<file path="src/rtl/mem_req_if.sv">
// Request/response channel between the execute stage and the load/store sequencer.
// The master side drives the request fields and consumes the one-cycle response pulse.
interface mem_req_if #(
  parameter int unsigned ADDR_W = 64
) ();
  logic              req_valid;
  logic              req_ready;
  logic              req_we;
  logic [1:0]        req_size;
  logic              req_unsigned;
  logic [ADDR_W-1:0] req_addr;
  logic [63:0]       req_wdata;
  logic              resp_valid;
  logic              resp_err;
  logic [63:0]       resp_rdata;

  modport master (
    output req_valid, req_we, req_size, req_unsigned, req_addr, req_wdata,
    input  req_ready, resp_valid, resp_err, resp_rdata
  );

  modport slave (
    input  req_valid, req_we, req_size, req_unsigned, req_addr, req_wdata,
    output req_ready, resp_valid, resp_err, resp_rdata
  );
endinterface

</file>
<file path="src/rtl/mem_access_unit.sv">
// Load/store sequencer in front of DataMemory: one request at a time, read-modify-write for
// sub-doubleword stores, lane extraction with sign/zero extension for loads.
module mem_access_unit #(
  parameter int unsigned ADDR_W = 64
) (
  input  logic              clk,
  input  logic              rst,
  mem_req_if.slave          req,
  output logic [ADDR_W-1:0] Direccion,
  output logic [63:0]       DataWr,
  output logic              DMWr,
  output logic              DMRd,
  input  logic [63:0]       Salida_LeSw
);

  typedef enum logic [2:0] {StIdle, StRd, StCap, StWr, StResp} state_e;

  state_e      state_q, state_d;
  logic        we_q;
  logic [1:0]  size_q;
  logic        unsigned_q;
  logic [2:0]  off_q;
  logic [63:0] wdata_q;

  logic accept;
  logic misaligned;

  function automatic logic [63:0] size_mask(input logic [1:0] size);
    unique case (size)
      2'd0:    return 64'h0000_0000_0000_00ff;
      2'd1:    return 64'h0000_0000_0000_ffff;
      2'd2:    return 64'h0000_0000_ffff_ffff;
      default: return 64'hffff_ffff_ffff_ffff;
    endcase
  endfunction

  function automatic logic [63:0] merge(input logic [63:0] dw, input logic [63:0] wd,
                                        input logic [1:0] size, input logic [2:0] off);
    logic [63:0] m;
    m = size_mask(size) << {off, 3'b000};
    return (dw & ~m) | ((wd << {off, 3'b000}) & m);
  endfunction

  function automatic logic [63:0] extract(input logic [63:0] dw, input logic [1:0] size,
                                          input logic [2:0] off, input logic uns);
    logic [63:0] v;
    v = dw >> {off, 3'b000};
    unique case (size)
      2'd0:    return uns ? {56'd0, v[7:0]}  : {{56{v[7]}}, v[7:0]};
      2'd1:    return uns ? {48'd0, v[15:0]} : {{48{v[15]}}, v[15:0]};
      2'd2:    return uns ? {32'd0, v[31:0]} : {{32{v[31]}}, v[31:0]};
      default: return v;
    endcase
  endfunction

  assign accept = (state_q == StIdle) && req.req_valid;

  always_comb begin
    misaligned = 1'b0;
    unique case (req.req_size)
      2'd0:    misaligned = 1'b0;
      2'd1:    misaligned = req.req_addr[0];
      2'd2:    misaligned = |req.req_addr[1:0];
      default: misaligned = |req.req_addr[2:0];
    endcase
  end

  always_comb begin
    state_d = state_q;
    case (state_q)
      StIdle: begin
        if (req.req_valid) begin
          if (misaligned)                                state_d = StResp;
          else if (req.req_we && req.req_size == 2'd3)   state_d = StWr;
          else                                           state_d = StRd;
        end
      end
      StRd:    state_d = StCap;
      StCap:   state_d = we_q ? StWr : StResp;
      StWr:    state_d = StResp;
      StResp:  state_d = StIdle;
      default: state_d = StIdle;
    endcase
  end

  // Memory strobes and handshake are pure state decodes, so reset kills them immediately.
  assign DMRd           = (state_q == StRd) || (state_q == StCap);
  assign DMWr           = (state_q == StWr);
  assign req.resp_valid = (state_q == StResp);
  assign req.req_ready  = (state_q == StIdle) && !rst;

  always_ff @(posedge clk or posedge rst) begin
    if (rst) begin
      state_q        <= StIdle;
      we_q           <= 1'b0;
      size_q         <= 2'd0;
      unsigned_q     <= 1'b0;
      off_q          <= 3'd0;
      wdata_q        <= '0;
      Direccion      <= '0;
      DataWr         <= '0;
      req.resp_err   <= 1'b0;
      req.resp_rdata <= '0;
    end else begin
      state_q <= state_d;
      if (accept) begin
        we_q       <= req.req_we;
        size_q     <= req.req_size;
        unsigned_q <= req.req_unsigned;
        off_q      <= req.req_addr[2:0];
        wdata_q    <= req.req_wdata;
        // Errored requests leave the memory-side registers untouched.
        if (!misaligned) Direccion <= {req.req_addr[ADDR_W-1:3], 3'b000};
        if (!misaligned && req.req_we && req.req_size == 2'd3) DataWr <= req.req_wdata;
      end
      if (state_q == StCap && we_q) DataWr <= merge(Salida_LeSw, wdata_q, size_q, off_q);
      // Response fields live for exactly the single RESP cycle.
      req.resp_err   <= accept && misaligned;
      req.resp_rdata <= (state_q == StCap && !we_q) ?
                        extract(Salida_LeSw, size_q, off_q, unsigned_q) : '0;
    end
  end

endmodule

</file>
<file path="src/flat_wrapper.sv">
// flat-port wrapper written by rule: the top's interface ports become plain ports
module mem_access_unit_flat 
#(
  parameter int unsigned ADDR_W = 64
)
  (clk, rst, Direccion, DataWr, DMWr, DMRd, Salida_LeSw, req_req_valid, req_req_we, req_req_size, req_req_unsigned, req_req_addr, req_req_wdata, req_req_ready, req_resp_valid, req_resp_err, req_resp_rdata);
  mem_req_if #(.ADDR_W(ADDR_W)) req_i ();
  input  logic clk;
  input  logic rst;
  output logic [ADDR_W-1:0] Direccion;
  output logic [63:0] DataWr;
  output logic DMWr;
  output logic DMRd;
  input  logic [63:0] Salida_LeSw;
  input wire logic [$bits(req_i.req_valid)-1:0] req_req_valid;
  input wire logic [$bits(req_i.req_we)-1:0] req_req_we;
  input wire logic [$bits(req_i.req_size)-1:0] req_req_size;
  input wire logic [$bits(req_i.req_unsigned)-1:0] req_req_unsigned;
  input wire logic [$bits(req_i.req_addr)-1:0] req_req_addr;
  input wire logic [$bits(req_i.req_wdata)-1:0] req_req_wdata;
  output wire logic [$bits(req_i.req_ready)-1:0] req_req_ready;
  output wire logic [$bits(req_i.resp_valid)-1:0] req_resp_valid;
  output wire logic [$bits(req_i.resp_err)-1:0] req_resp_err;
  output wire logic [$bits(req_i.resp_rdata)-1:0] req_resp_rdata;
  assign req_i.req_valid = req_req_valid;
  assign req_i.req_we = req_req_we;
  assign req_i.req_size = req_req_size;
  assign req_i.req_unsigned = req_req_unsigned;
  assign req_i.req_addr = req_req_addr;
  assign req_i.req_wdata = req_req_wdata;
  assign req_req_ready = req_i.req_ready;
  assign req_resp_valid = req_i.resp_valid;
  assign req_resp_err = req_i.resp_err;
  assign req_resp_rdata = req_i.resp_rdata;
  mem_access_unit #(.ADDR_W(ADDR_W)) u_core (.clk(clk), .rst(rst), .req(req_i), .Direccion(Direccion), .DataWr(DataWr), .DMWr(DMWr), .DMRd(DMRd), .Salida_LeSw(Salida_LeSw));
endmodule
</file>
<file path="config.mk">
export PLATFORM = sky130hd
export DESIGN_NAME = mem_access_unit_flat
export DESIGN_NICKNAME = d
export VERILOG_FILES = /design/src/rtl/mem_req_if.sv /design/src/rtl/mem_access_unit.sv /design/src/flat_wrapper.sv
export SDC_FILE = /design/constraint.sdc
export NUM_CORES = 1
export LEC_CHECK = 0
export ABC_CLOCK_PERIOD_IN_PS = 9850
export CORE_UTILIZATION = 45
export DETAILED_ROUTE_END_ITERATION = 6
export GPL_ROUTABILITY_DRIVEN = 0
export PLACE_DENSITY = 0.78
export SLEW_MARGIN = 20
export SYNTH_ARGS = -nofsm -noshare
export SYNTH_HDL_FRONTEND = slang
export SYNTH_SLANG_ARGS = --single-unit
export TNS_END_PERCENT = 1
</file>
<file path="constraint.sdc">
create_clock -name clk -period 9.85 [get_ports clk]
set_input_delay 2.4625 -clock clk [delete_from_list [all_inputs] [get_ports clk]]
set_output_delay 2.4625 -clock clk [all_outputs]
set_load 0.03 [all_outputs]
</file>
Yosys cells after proc, flatten, opt, wreduce, memory -nomap -nowiden
Cells that the tools add are included.
{"block": "op_classes", "bitwise_logic": 5, "n_reduce_logical": 21, "eq_ne": 10, "muxes": 16, "shift": 3}
{"cell": "$mux 64", "n": 8}
{"cell": "$pmux 64 s3", "n": 2}
{"cell": "$and 64x64->64", "n": 2}
{"cell": "$shl 64x6->64", "n": 2}
{"cell": "$not 64->64", "n": 1}
{"cell": "$or 64x64->64", "n": 1}
{"cell": "$shr 64x6->64", "n": 1}
{"cell": "$pmux 3 s4", "n": 1}
{"cell": "$mux 3", "n": 3}
{"cell": "$logic_and 1x1->1", "n": 8}
{"cell": "$eq 2x2->1 const B", "n": 3}
{"cell": "$eq 3x2->1 const B", "n": 2}
{"cell": "$eq 2x1->1 const B", "n": 2}
{"cell": "$logic_not 2->1", "n": 2}
{"cell": "$reduce_and 2->1", "n": 2}
{"cell": "$reduce_bool 2->1", "n": 2}
{"cell": "$eq 3x1->1 const B", "n": 1}
{"cell": "$eq 3x3->1 const B", "n": 1}
{"cell": "$logic_not 1->1", "n": 3}
{"cell": "$logic_not 3->1", "n": 1}
{"cell": "$pmux 1 s3", "n": 1}
{"cell": "$reduce_or 3->1", "n": 1}
{"cell": "$mux 2", "n": 1}
{"cell": "$ne 2x2->1 const B", "n": 1}
{"cell": "3 further kinds", "n": 3}
{"block": "totals", "ff_bits": 264, "word_cells": 65, "out_inout_bits": 197}

Longest topological paths before layout
Gate-level depths: netlist (run 1).
{"block": "depth", "depth_word": 8, "ltp_mapped": 10}

Least setup slack after synthesis (run 1)
No wires, ideal clock.
{"block": "synth_timing", "path_type": "input -> output", "startpoint": "input port rst", "endpoint": "output port req_req_ready", "cell_stages": 1, "arrival_ns": 3.364, "t_required_ns": 7.388, "path_buffers": 0, "path_slack_ns": 4.024, "path_cell_list": "nor4_1"}
{"block": "synth_between", "elab_chain_len": 2}
{"item": "start, declared", "line": "flat_wrapper.sv:9", "text": "input logic rst;"}
{"item": "$logic_not 1->1", "line": "mem_access_unit.sv:90", "text": "assign req.req_ready = (state_q == StIdle) && !rst;"}
{"item": "$logic_and 1x1->1", "line": "mem_access_unit.sv:90"}
{"item": "end, declared", "line": "flat_wrapper.sv:21", "text": "output wire logic [$bits(req_i.req_ready)-1:0] req_req_ready;"}
Every way passes these cells.

Worst setup path in the final report (run 1)
Ends and elaborated chain as after synthesis.

==> results of run 1 <==
[registers in the layout (all words and copies together) (netlist names)]
name,cells
u_core.req.resp_rdata,64
u_core.we_q,1
u_core.wdata_q,64
u_core.DataWr,64
u_core.req.resp_err,1
u_core.state_q,3
u_core.Direccion,61
u_core.size_q,2
u_core.unsigned_q,1
u_core.off_q,3
[layer usage]
layer / up-vias / global-route usage [%] / share of wire (%)
li1: 5795 / - / -
met1: 6442 / 41.8 / 36
met2: 962 / 53.8 / 47
met3: 178 / 8.62 / 12
met4: 0 / 15.4 / 5.2
met5: - / 0 / 0
[cell usage in the layout, fill, tap and decap left out, types with 4 or more instances in the layout]
| cell type | Yosys | final |
|---|---|---|
| clkdlybuf4s50_1 | 0 | 392 |
| nand2_1 | 314 | 312 |
| dfrtp_1 | 264 | 261 |
| mux2i_1 | 124 | 124 |
| mux2_2 | 101 | 101 |
| a21oi_1 | 89 | 89 |
| nor2_1 | 76 | 75 |
| o21ai_0 | 52 | 52 |
| o22ai_1 | 46 | 46 |
| clkbuf_16 | 0 | 29 |
| mux4_2 | 26 | 26 |
| o21ai_1 | 19 | 19 |
| a21oi_2 | 17 | 17 |
| buf_4 | 30 | 17 |
| a2bb2oi_1 | 16 | 16 |
| and3_1 | 13 | 13 |
| a31oi_1 | 13 | 13 |
| a21o_1 | 10 | 10 |
| nand3_1 | 10 | 10 |
| a22oi_1 | 10 | 10 |
| and2_1 | 9 | 9 |
| nor2b_1 | 9 | 9 |
| o211ai_1 | 9 | 9 |
| a32oi_1 | 10 | 9 |
| o2bb2ai_1 | 8 | 8 |
| o21a_1 | 8 | 8 |
| a211oi_1 | 7 | 7 |
| inv_1 | 8 | 6 |
| nor3_1 | 6 | 6 |
| bufinv_16 | 0 | 6 |
| a2111o_1 | 5 | 5 |
| a211o_1 | 5 | 5 |
| a2bb2oi_2 | 5 | 5 |
| clkinv_2 | 0 | 5 |
| or2_2 | 4 | 4 |
| clkinvlp_4 | 0 | 4 |
[worst min-delay path, cell delays in order (launching register included)]
cell and delay [ns]:
dfrtp_1 0.34, nand2_1 0.05, o21ai_1 0.06
[logic make-up (layout without fill, tap and decap cells)]
kind of cell           after synthesis  count (layout)  share of synthesized area, %
AO/OA/AOI/OAI                      341             341                          15.5
buffers and inverters              137             471                          5.21
flip-flops                         264             264                          45.3
XOR/XNOR                             1               1                        0.0601
multiplexers                       252             252                          20.5
other                                1               6                        0.0257
AND/OR/NAND/NOR                    459             459                          13.4
[final cells by class]
| type | instances | share of cell area, % |
|---|---|---|
| well taps | 402 | 2.58 |
| clock buffers | 34 | 3.92 |
| flip-flops and latches | 264 | 34.0 |
| inverters | 10 | 0.231 |
| multi-input cells | 1056 | 37.1 |
| repair buffers | 409 | 20.8 |
| diodes | 3 | 0.0385 |
| clock inverters | 18 | 1.34 |
[through the flow]
| step | cell area [sq um] | utilization, % | instances | power, W | setup slack [ns] |
|---|---|---|---|---|---|
| detailed placement | 18400 | 58.2 | 2141 | 0.00586 | 3.50 |
| floorplan | 14600 | - | 1457 | 0.00453 | 0.119 |
| global route | 19500 | 61.4 | 2196 | 0.00745 | 3.39 |
| global placement | 18400 | 58.2 | 2141 | 0.00579 | 3.48 |
| finish | 19500 | 61.4 | 2196 | 0.00712 | 3.49 |
| CTS | 19500 | 61.4 | 2193 | 0.00706 | 3.49 |
[worst paths after layout]
check	startpoint	to	cells past startpoint	slack, ns
min in group asynchronous	rst	u_core.req.resp_rdata[58]	2	2.52
max in group asynchronous	rst	u_core.off_q[0]	3	5.79
max	rst	req_req_ready	3	3.49
max reg2reg	u_core.off_q[1]	u_core.DataWr[55]	6	5.91
min reg2reg	u_core.DataWr[5]	u_core.DataWr[5]	2	0.49
min	u_core.DataWr[5]	u_core.DataWr[5]	2	0.49
[power by group]
group,switching (W),internal (W)
combinational,0.00231,0.00163
clock,0.000471,0.000712
sequential,0.000463,0.00154
==> results.md, run 1 <==
- Outcome: finished with violations
- Failing checks: design-rule violations
- Overall routing resource usage: 33.3%
- WP data required: 7.39 ns
- RSZ-0062 raised after global routing: no
- Synth Flop Type: dfrtp_1
- Most frequent CP cell: clkdlybuf4s50_1
- Mapped Area: 14,600 sq um
- Post-CTS Setup Inserts: 0
- Crit path kind: in2out
- Sequential element share of the synthesized area: 45.3%
- Detail Route Antenna Nets: 0
- Cell with the most instances after synthesis: nand2_1
- Area of the multi-input gates: 7230 sq um
- Site Rows: 65
- Worst hold path type: reg2reg
- Syn Inst Count: 1,455
- Layout cells sized above 1: 13.7%
- H-tree depth: 1
- Nature of the critical path startpoint: input port
- Initial antenna violation count: 3
- WL/cell: 25.3 um
- Setup violators final: 0
- Setup Skew: 0.0188 ns
- Sum Neg Setup Slack: 0 ns
- Drt first-iter violations: 1,765
- Die area: 33,100 sq um
- Sequential Area: 6620 sq um
- Core area: 31,700 sq um
- DR vias/cell: 6.09
- Die Wd: 182 um
- TritonCTS clock tree: yes
- Port buffer count: 392
- Worst Hold Slack: 0.486 ns
- Worst-path cell chain: clkdlybuf4s50_1 -> nor4_1 -> clkdlybuf4s50_1
- Largest stage delay, worst path: 0.71 ns
- CP Capture Type: primary output
- Fraction of registers with async set/reset: 100%
- Synth cell types: 66
- Pwr dens: 366 nW/um^2
- Static leakage power: 8.33 nW
- HPWL after DPL: 40,300 um
- Syn_area_per_cell: 10.0 sq um
- Final Hold Fails: 0
- Via count: 13,377
- Fill count: 2,601
- Yosys reg bits: 264
- Actual slew at the worst max-slew pin: 1.13 ns
- Top cells by area, synth: dfrtp_1, mux2i_1, nand2_1
- Synth cell count leaders: nand2_1, dfrtp_1, mux2i_1
- Buf/Inv on CP: 2
- Top Ports: 396
- Max-cap violations: 0
- Worst skew pair latency: 0.57 ns
- Post_cts resized: 0
- Gr ovfl total: 0
- Rel. slew slack: 24.7%
- Syn-to-layout area delta: 33.7%
- Number of buffers created by CTS: 28
- Hold-fix buffers at CTS: 0
- Drt first pass iters: 7
- Nets: 1,968
- Die extent in y: 182 um
- Crit path max-delay family: buffers and inverters
- YS warnings: 0
- CTS root buffer: clkbuf_16
- Starting Density: 45.9%
- First-pass GRT wire length: 82,700 um
- Sink Count: 264
- DR DRC count: 1
- Top achievable clock speed: 157 MHz
- Yosys top cell by area: dfrtp_1
- Clock-pin slew on the worst setup and hold paths: 0.06 ns
- CTS max path bufs: 3
- Slowest stage cell, crit path: clkdlybuf4s50_1
- EDFF count, synth: 0
- Largest net degree at the start of global routing: 127
- Crit Path Max Fanout: 2
- Post-layout min period: 6.36 ns
- Total wire length: 55,500 um
- Peak supply drop: 219 uV
- Final slew viol count: 0
- Post-synth top area share: 45.3%
- Final period utilization: 64.6%
- Vias in the first global route: 13,148
- CP arrival: 3.90 ns
(Power assumes the default switching activity.)
==> run 2: changes to the inputs <==
ABC_CLOCK_PERIOD_IN_PS = 6600   (was 9850)
PLACE_DENSITY = 0.75   (was 0.78)
clock period = 6.6 ns   (was 9.85 ns; I/O delays follow)
==> run 2 against run 1 <==
  * The run now ends clean
  * Largest cell class unchanged
  * Global-route usage shrank 0.11 points
  * Wire length is 0.45% lower
  * Worst hold slack worse by 0.0055 ns
  * Sequential power rose by 49%
  * Register-to-register slack lost 3.1 ns
  * Clock power increased by 42%
  * Count of clock-buffer cells in the layout increased by 9
  * Non-clock buffer count up 3
  * Die area unchanged
  * Final area about the same
==> results.md, run 2 (synthesized netlist as in run 1, its figures left out) <==
- Outcome: complete, no violations
- Area of the multi-input gates: 7230 sq um (unchanged)
- Gr ovfl total: 0 (unchanged)
- Vias in the first global route: 13,199 (+0.39%)
- Worst hold path type: reg2reg
- R2R cell count: 7 (+1)
- Via count: 13,459 (+0.61%)
- CTS max path bufs: 3 (unchanged)
- Drt first-iter violations: 1,677 (-5.0%)
- Nets: 1,973 (+0.25%)
- P_sw: 0.00483 W (+49%)
- Starting Density: 45.9% (unchanged)
- CP arrival: 3.03 ns (-0.87 ns)
- Final slew viol count: 0 (unchanged)
- Crit Path Max Fanout: 2 (unchanged)
- Peak supply drop: 313 uV (+43%)
- CTS root buffer: clkbuf_16
- DR DRC count: 0 (-1)
- Hold path start: u_core.wdata_q[53]
- Die area: 33,100 sq um (unchanged)
- Sink Count: 264 (unchanged)
- Sum Neg Setup Slack: 0 ns (unchanged)
- Reg2Reg Setup Slack: 2.81 ns (-3.10 ns)
- Rel. slew slack: 23.7% (-1.1 points)
- Setup Skew: 0.0263 ns (+0.00753 ns)
- Power, Total: 0.0106 W (+49%)
- Overall routing resource usage: 33.1% (-0.11 points)
- Core area: 31,700 sq um (unchanged)
- Final Hold Fails: 0 (unchanged)
- Post-layout util: 61.4% (about the same)
- TritonCTS clock tree: yes
- Top achievable clock speed: 214 MHz
- Commonest non-fill, non-tap cell in the layout: clkdlybuf4s50_1
- Port buffer count: 392 (unchanged)
- Setup violators final: 0 (unchanged)
- Total wire length: 55,200 um (-0.45%)
- HPWL after DPL: 40,100 um (-0.44%)
- Commonest non-fill, non-tap cells in the layout: clkdlybuf4s50_1, nand2_1, dfrtp_1
- Sw Share: 45.6% (+0.14 points)
- Placed cell area: 18,500 sq um (+0.10%)
- Worst hold endpoint: u_core.wdata_q[53]
- Post-layout min period: 4.68 ns
- Post_cts resized: 0 (unchanged)
- WHS Path Cells: 2 (unchanged)
- Number of buffers created by CTS: 30 (+7.1%)
- Crit path kind: in2out
- Static leakage power: 8.33 nW (about the same)
- Design Area, Final: 19,500 sq um (about the same)
- Top Registers: u_core.DataWr (64), u_core.req.resp_rdata (64), u_core.wdata_q (64)
- H-tree depth: 1 (unchanged)
- Detail Route Antenna Nets: 0 (unchanged)
- Logic pwr share: 55.9% (+0.7 points)
- Fill count: 2,643 (+1.6%)
- Largest net degree at the start of global routing: 146 (+15%)
- CP Capture Type: primary output
- Actual slew at the worst max-slew pin: 1.14 ns (+0.0116 ns)
- Sequential power share: 28.2% (about the same)
- Worst flop-to-flop path startpoint: u_core.off_q[0]
- Max-cap violations: 0 (unchanged)
- WP data required: 4.95 ns (-2.44 ns)
- Top Ports: 396 (unchanged)
- Sequential Area: 6620 sq um (unchanged)
- RSZ-0062 raised after global routing: no
- Clock-pin slew on the worst setup and hold paths: 0.06 ns (about the same)
- Syn-to-layout area delta: 33.7% (about the same)
- Drt first pass iters: 6 (-1)
- Pwr dens: 543 nW/um^2 (+48%)
- Die Wd: 182 um (unchanged)
- P_int: 0.00576 W (+48%)
- Initial antenna violation count: 5 (+2)
- Die extent in y: 182 um (unchanged)
- Hold-fix buffers at CTS: 0 (unchanged)
- First-pass GRT wire length: 82,600 um (-0.21%)
- Site Rows: 65 (unchanged)
- DR vias/cell: 6.12 (+0.48%)
- Nature of the critical path startpoint: input port
- Worst skew pair latency: 0.57 ns (about the same)
- WL/cell: 25.1 um (-0.59%)
- Final period utilization: 70.9%
- FF-to-FF End: u_core.req.resp_rdata[32]
- Clk pwr share: 15.9% (-0.7 points)
- Layout cells sized above 1: 13.8% (+0.040 points)
- Post-CTS Setup Inserts: 0 (unchanged)
## run 2: changes by cell type in the layout (fill, tap and decap cells not counted), moves of 2 or more
cell,change
clkbuf_1,+2
clkinv_2,-4
clkbuf_16,+2
bufinv_16,-4
buf_4,+2
clkbuf_8,+5
inv_6,-2
## run 2: critical path, stage by stage
cell and delay (ns):
clkdlybuf4s50_1 0.46, nor4_1 0.20, clkdlybuf4s50_1 0.72
## run 2: power groups by stage
stage	combinational, W	clock, W	sequential (W)
after floorplan	0.00317	0	0.00359
after global placement	0.00571	0	0.00295
after detailed placement	0.00579	0	0.00297
after CTS	0.00582	0.00170	0.00295
after global routing	0.00625	0.00177	0.00305
final	0.00592	0.00168	0.00299
## run 2: worst max path at each step
stage | startpoint | endpoint | cells after the start | slack, ns
after global placement | rst | req_req_ready | 3 | 1.93
after floorplan | rst | u_core.DataWr[0] | 1 | 1.47
after global routing | rst | req_req_ready | 3 | 1.86
after detailed placement | rst | req_req_ready | 3 | 1.93
after CTS | rst | req_req_ready | 3 | 1.93
final | rst | req_req_ready | 3 | 1.92
## run 2: metal layers
layer | vias up | global-route usage, % | share of wire, %
li1 | 5795 | - | -
met1 | 6534 | 42.1 | 37
met2 | 955 | 53.5 | 46
met3 | 175 | 7.52 | 11
met4 | 0 | 16.1 | 5.3
met5 | - | 0 | 0
## run 2: layout make-up
type                       count  area share (%)
clock inverter                 8           0.552
sequential                   264            33.9
clock buffer                  43            4.57
inverter                      10           0.212
timing repair buffer         412            21.0
multi-input combinational   1056            37.1
antenna                        4          0.0514
tap                          402            2.58
## run 2: metrics by stage
stage	instances	hold WS, ns	setup WS, ns
global placement	2142	0.463	1.93
detailed placement	2142	0.467	1.93
global route	2199	0.509	1.86
finish	2199	0.481	1.92
CTS	2193	0.486	1.93
floorplan	1457	0.445	1.47
==> run 3: changes to the inputs <==
ABC_CLOCK_PERIOD_IN_PS = 4550   (was 6600)
clock period = 4.55 ns   (was 6.6 ns; I/O delays follow)
==> run 3 against run 2 <==
  * Utilization grew 0.059 points
  * Flip-flop and latch count stayed put
  * Count of clock-buffer cells in the layout is 1 higher
  * Final area hardly changed
  * Setup slack got worse by 1.0 ns
  * Via count shrank 0.74%
  * Critical endpoint unchanged
  * Global-route usage down 0.097 points
  * Highest routed layer is now met5
  * Cell count increased by 0.50%
  * Register-to-register slack got worse by 1.5 ns
  * Worst hold slack worse by 0.0013 ns
==> results.md, run 3 (synthesized netlist as in run 1, its figures left out) <==
- Outcome: complete, no violations
- First-pass GRT wire length: 81,900 um (-0.86%)
- Post_cts resized: 0 (unchanged)
- Worst skew pair latency: 0.56 ns (about the same)
- Commonest non-fill, non-tap cell in the layout: clkdlybuf4s50_1
- Worst hold path type: reg2reg
- WHS Path Cells: 2 (unchanged)
- Clock-pin slew on the worst setup and hold paths: 0.06 ns (about the same)
- Largest stage delay, worst path: 0.71 ns (about the same)
- Hold path start: u_core.DataWr[6]
- R2R cell count: 7 (unchanged)
- Max-cap violations: 0 (unchanged)
- Number of buffers created by CTS: 28 (-6.7%)
- Overall routing resource usage: 33.0% (-0.097 points)
- Sink Count: 264 (unchanged)
- Setup Skew: 0.0122 ns (-0.0141 ns)
- CTS root buffer: clkbuf_16
- WL/cell: 24.9 um (-0.66%)
- Actual slew at the worst max-slew pin: 0.980 ns (-0.160 ns)
- RSZ-0062 raised after global routing: no
- Final slew viol count: 0 (unchanged)
- Crit path kind: in2out
- Nature of the critical path startpoint: input port
- Placed cell area: 18,600 sq um (+0.46%)
- DR vias/cell: 6.05 (-1.2%)
- Non-Filler Instances: 2,210 (+0.50%)
- Crit Path Max Fanout: 2 (unchanged)
- Top achievable clock speed: 275 MHz
- Static leakage power: 8.36 nW (+0.32%)
- Layout cells sized above 1: 14.0% (+0.26 points)
- Via count: 13,360 (-0.74%)
- Setup violators final: 0 (unchanged)
- Worst hold endpoint: u_core.DataWr[6]
- Final Hold Fails: 0 (unchanged)
- Core area: 31,700 sq um (unchanged)
- Total wire length: 55,100 um (-0.16%)
- Final worst setup slack: 0.909 ns (-1.01 ns)
- Largest net degree at the start of global routing: 82 (-44%)
- Nets: 1,980 (+0.35%)
- Most frequent CP cell: clkdlybuf4s50_1
- Die extent in y: 182 um (unchanged)
- Starting Density: 45.9% (unchanged)
- Initial antenna violation count: 8 (+3)
- Setup WS pre-CTS: 0.911 ns (-1.01 ns)
- Worst-path cell chain: clkdlybuf4s50_1 -> nor4_1 -> clkdlybuf4s50_1
- Die Wd: 182 um (unchanged)
- Detail Route Antenna Nets: 0 (unchanged)
- Top Registers: u_core.DataWr (64), u_core.req.resp_rdata (64), u_core.wdata_q (64)
- Rel. slew slack: 34.5% (+11 points)
- FF-to-FF End: u_core.req.resp_rdata[43]
- CTS max path bufs: 3 (unchanged)
- HPWL after DPL: 40,600 um (+1.3%)
- Final period utilization: 80.0%
- Power, Total: 0.0152 W (+44%)
- Worst flop-to-flop path startpoint: u_core.off_q[1]
- Hold-fix buffers at CTS: 0 (unchanged)
- Pwr dens: 779 nW/um^2 (+44%)
- Drt first pass iters: 5 (-1)
- Post-layout min period: 3.64 ns
- CP Launch Point: rst
- Placed insts: 2,152 (+0.47%)
- Vias in the first global route: 12,997 (-1.5%)
- WP data required: 3.41 ns (-1.54 ns)
- Drt first-iter violations: 1,751 (+4.4%)
- H-tree depth: 1 (unchanged)
- Site Rows: 65 (unchanged)
- Port buffer count: 392 (unchanged)
- Top Ports: 396 (unchanged)
- Commonest non-fill, non-tap cells in the layout: clkdlybuf4s50_1, nand2_1, dfrtp_1
- Peak supply drop: 470 uV (+50%)
- TritonCTS clock tree: yes
- CP arrival: 2.50 ns (-0.53 ns)
- Die area: 33,100 sq um (unchanged)
- Syn-to-layout area delta: 33.9% (about the same)
- Design Area, Final: 19,500 sq um (about the same)
- Gr ovfl total: 0 (unchanged)
- Slowest stage cell, crit path: clkdlybuf4s50_1
- Post-CTS Setup Inserts: 0 (unchanged)
- Reg2Reg Setup Slack: 1.35 ns (-1.46 ns)
- DR DRC count: 0 (unchanged)
- CP Capture Type: primary output
-- run 3: power by group --
| group | total (W) | switching (W) | internal (W) |
|---|---|---|---|
| Sequential | 0.00439 | 0.00105 | 0.00334 |
| Clock | 0.00233 | 0.000969 | 0.00136 |
| Combinational | 0.00848 | 0.00492 | 0.00356 |
-- run 3: worst max path at each step --
stage                  endpoint  slack [ns]
2_1_floorplan  u_core.DataWr[0]       -0.07
3_3_place_gp      req_req_ready        0.87
3_5_place_dp      req_req_ready        0.91
4_1_cts           req_req_ready        0.91
5_1_grt           req_req_ready        0.79
6_report          req_req_ready        0.91
-- run 3: area by class of cell --
class | instances | area, sq um
antenna | 6 | 15.0
timing repair buffer | 421 | 4170
sequential | 264 | 6620
tap | 402 | 503
inverter | 10 | 41.3
multi-input combinational | 1056 | 7230
fill | 2600 | 12200
clock inverter | 7 | 62.6
clock buffer | 44 | 872
-- run 3: critical path: cells and delay by family --
kind          cells  cell delay, ns
buf+inv           2            1.17
simple gates      1            0.19
-- run 3: per-stage QoR --
stage / util (%) / hold WS (ns) / TNS (ns)
2_1_floorplan: - / 0.445 / -18.75
3_3_place_gp: 58.5 / 0.467 / 0
3_5_place_dp: 58.5 / 0.476 / 0
4_1_cts: 61.4 / 0.490 / 0
5_1_grt: 61.5 / 0.507 / 0
6_report: 61.5 / 0.479 / 0
-- run 3: per-layer routing --
layer  vias to the layer above  track usage, %  part of all wire (%)  wire length [um]
met5                         -               0                 0.015                 8
met1                      6469            43.1                    39             21200
li1                       5819               -                     -                 -
met4                         2            14.7                   4.8              2630
met3                       158            7.24                    11              5830
met2                       912            52.9                    46             25400
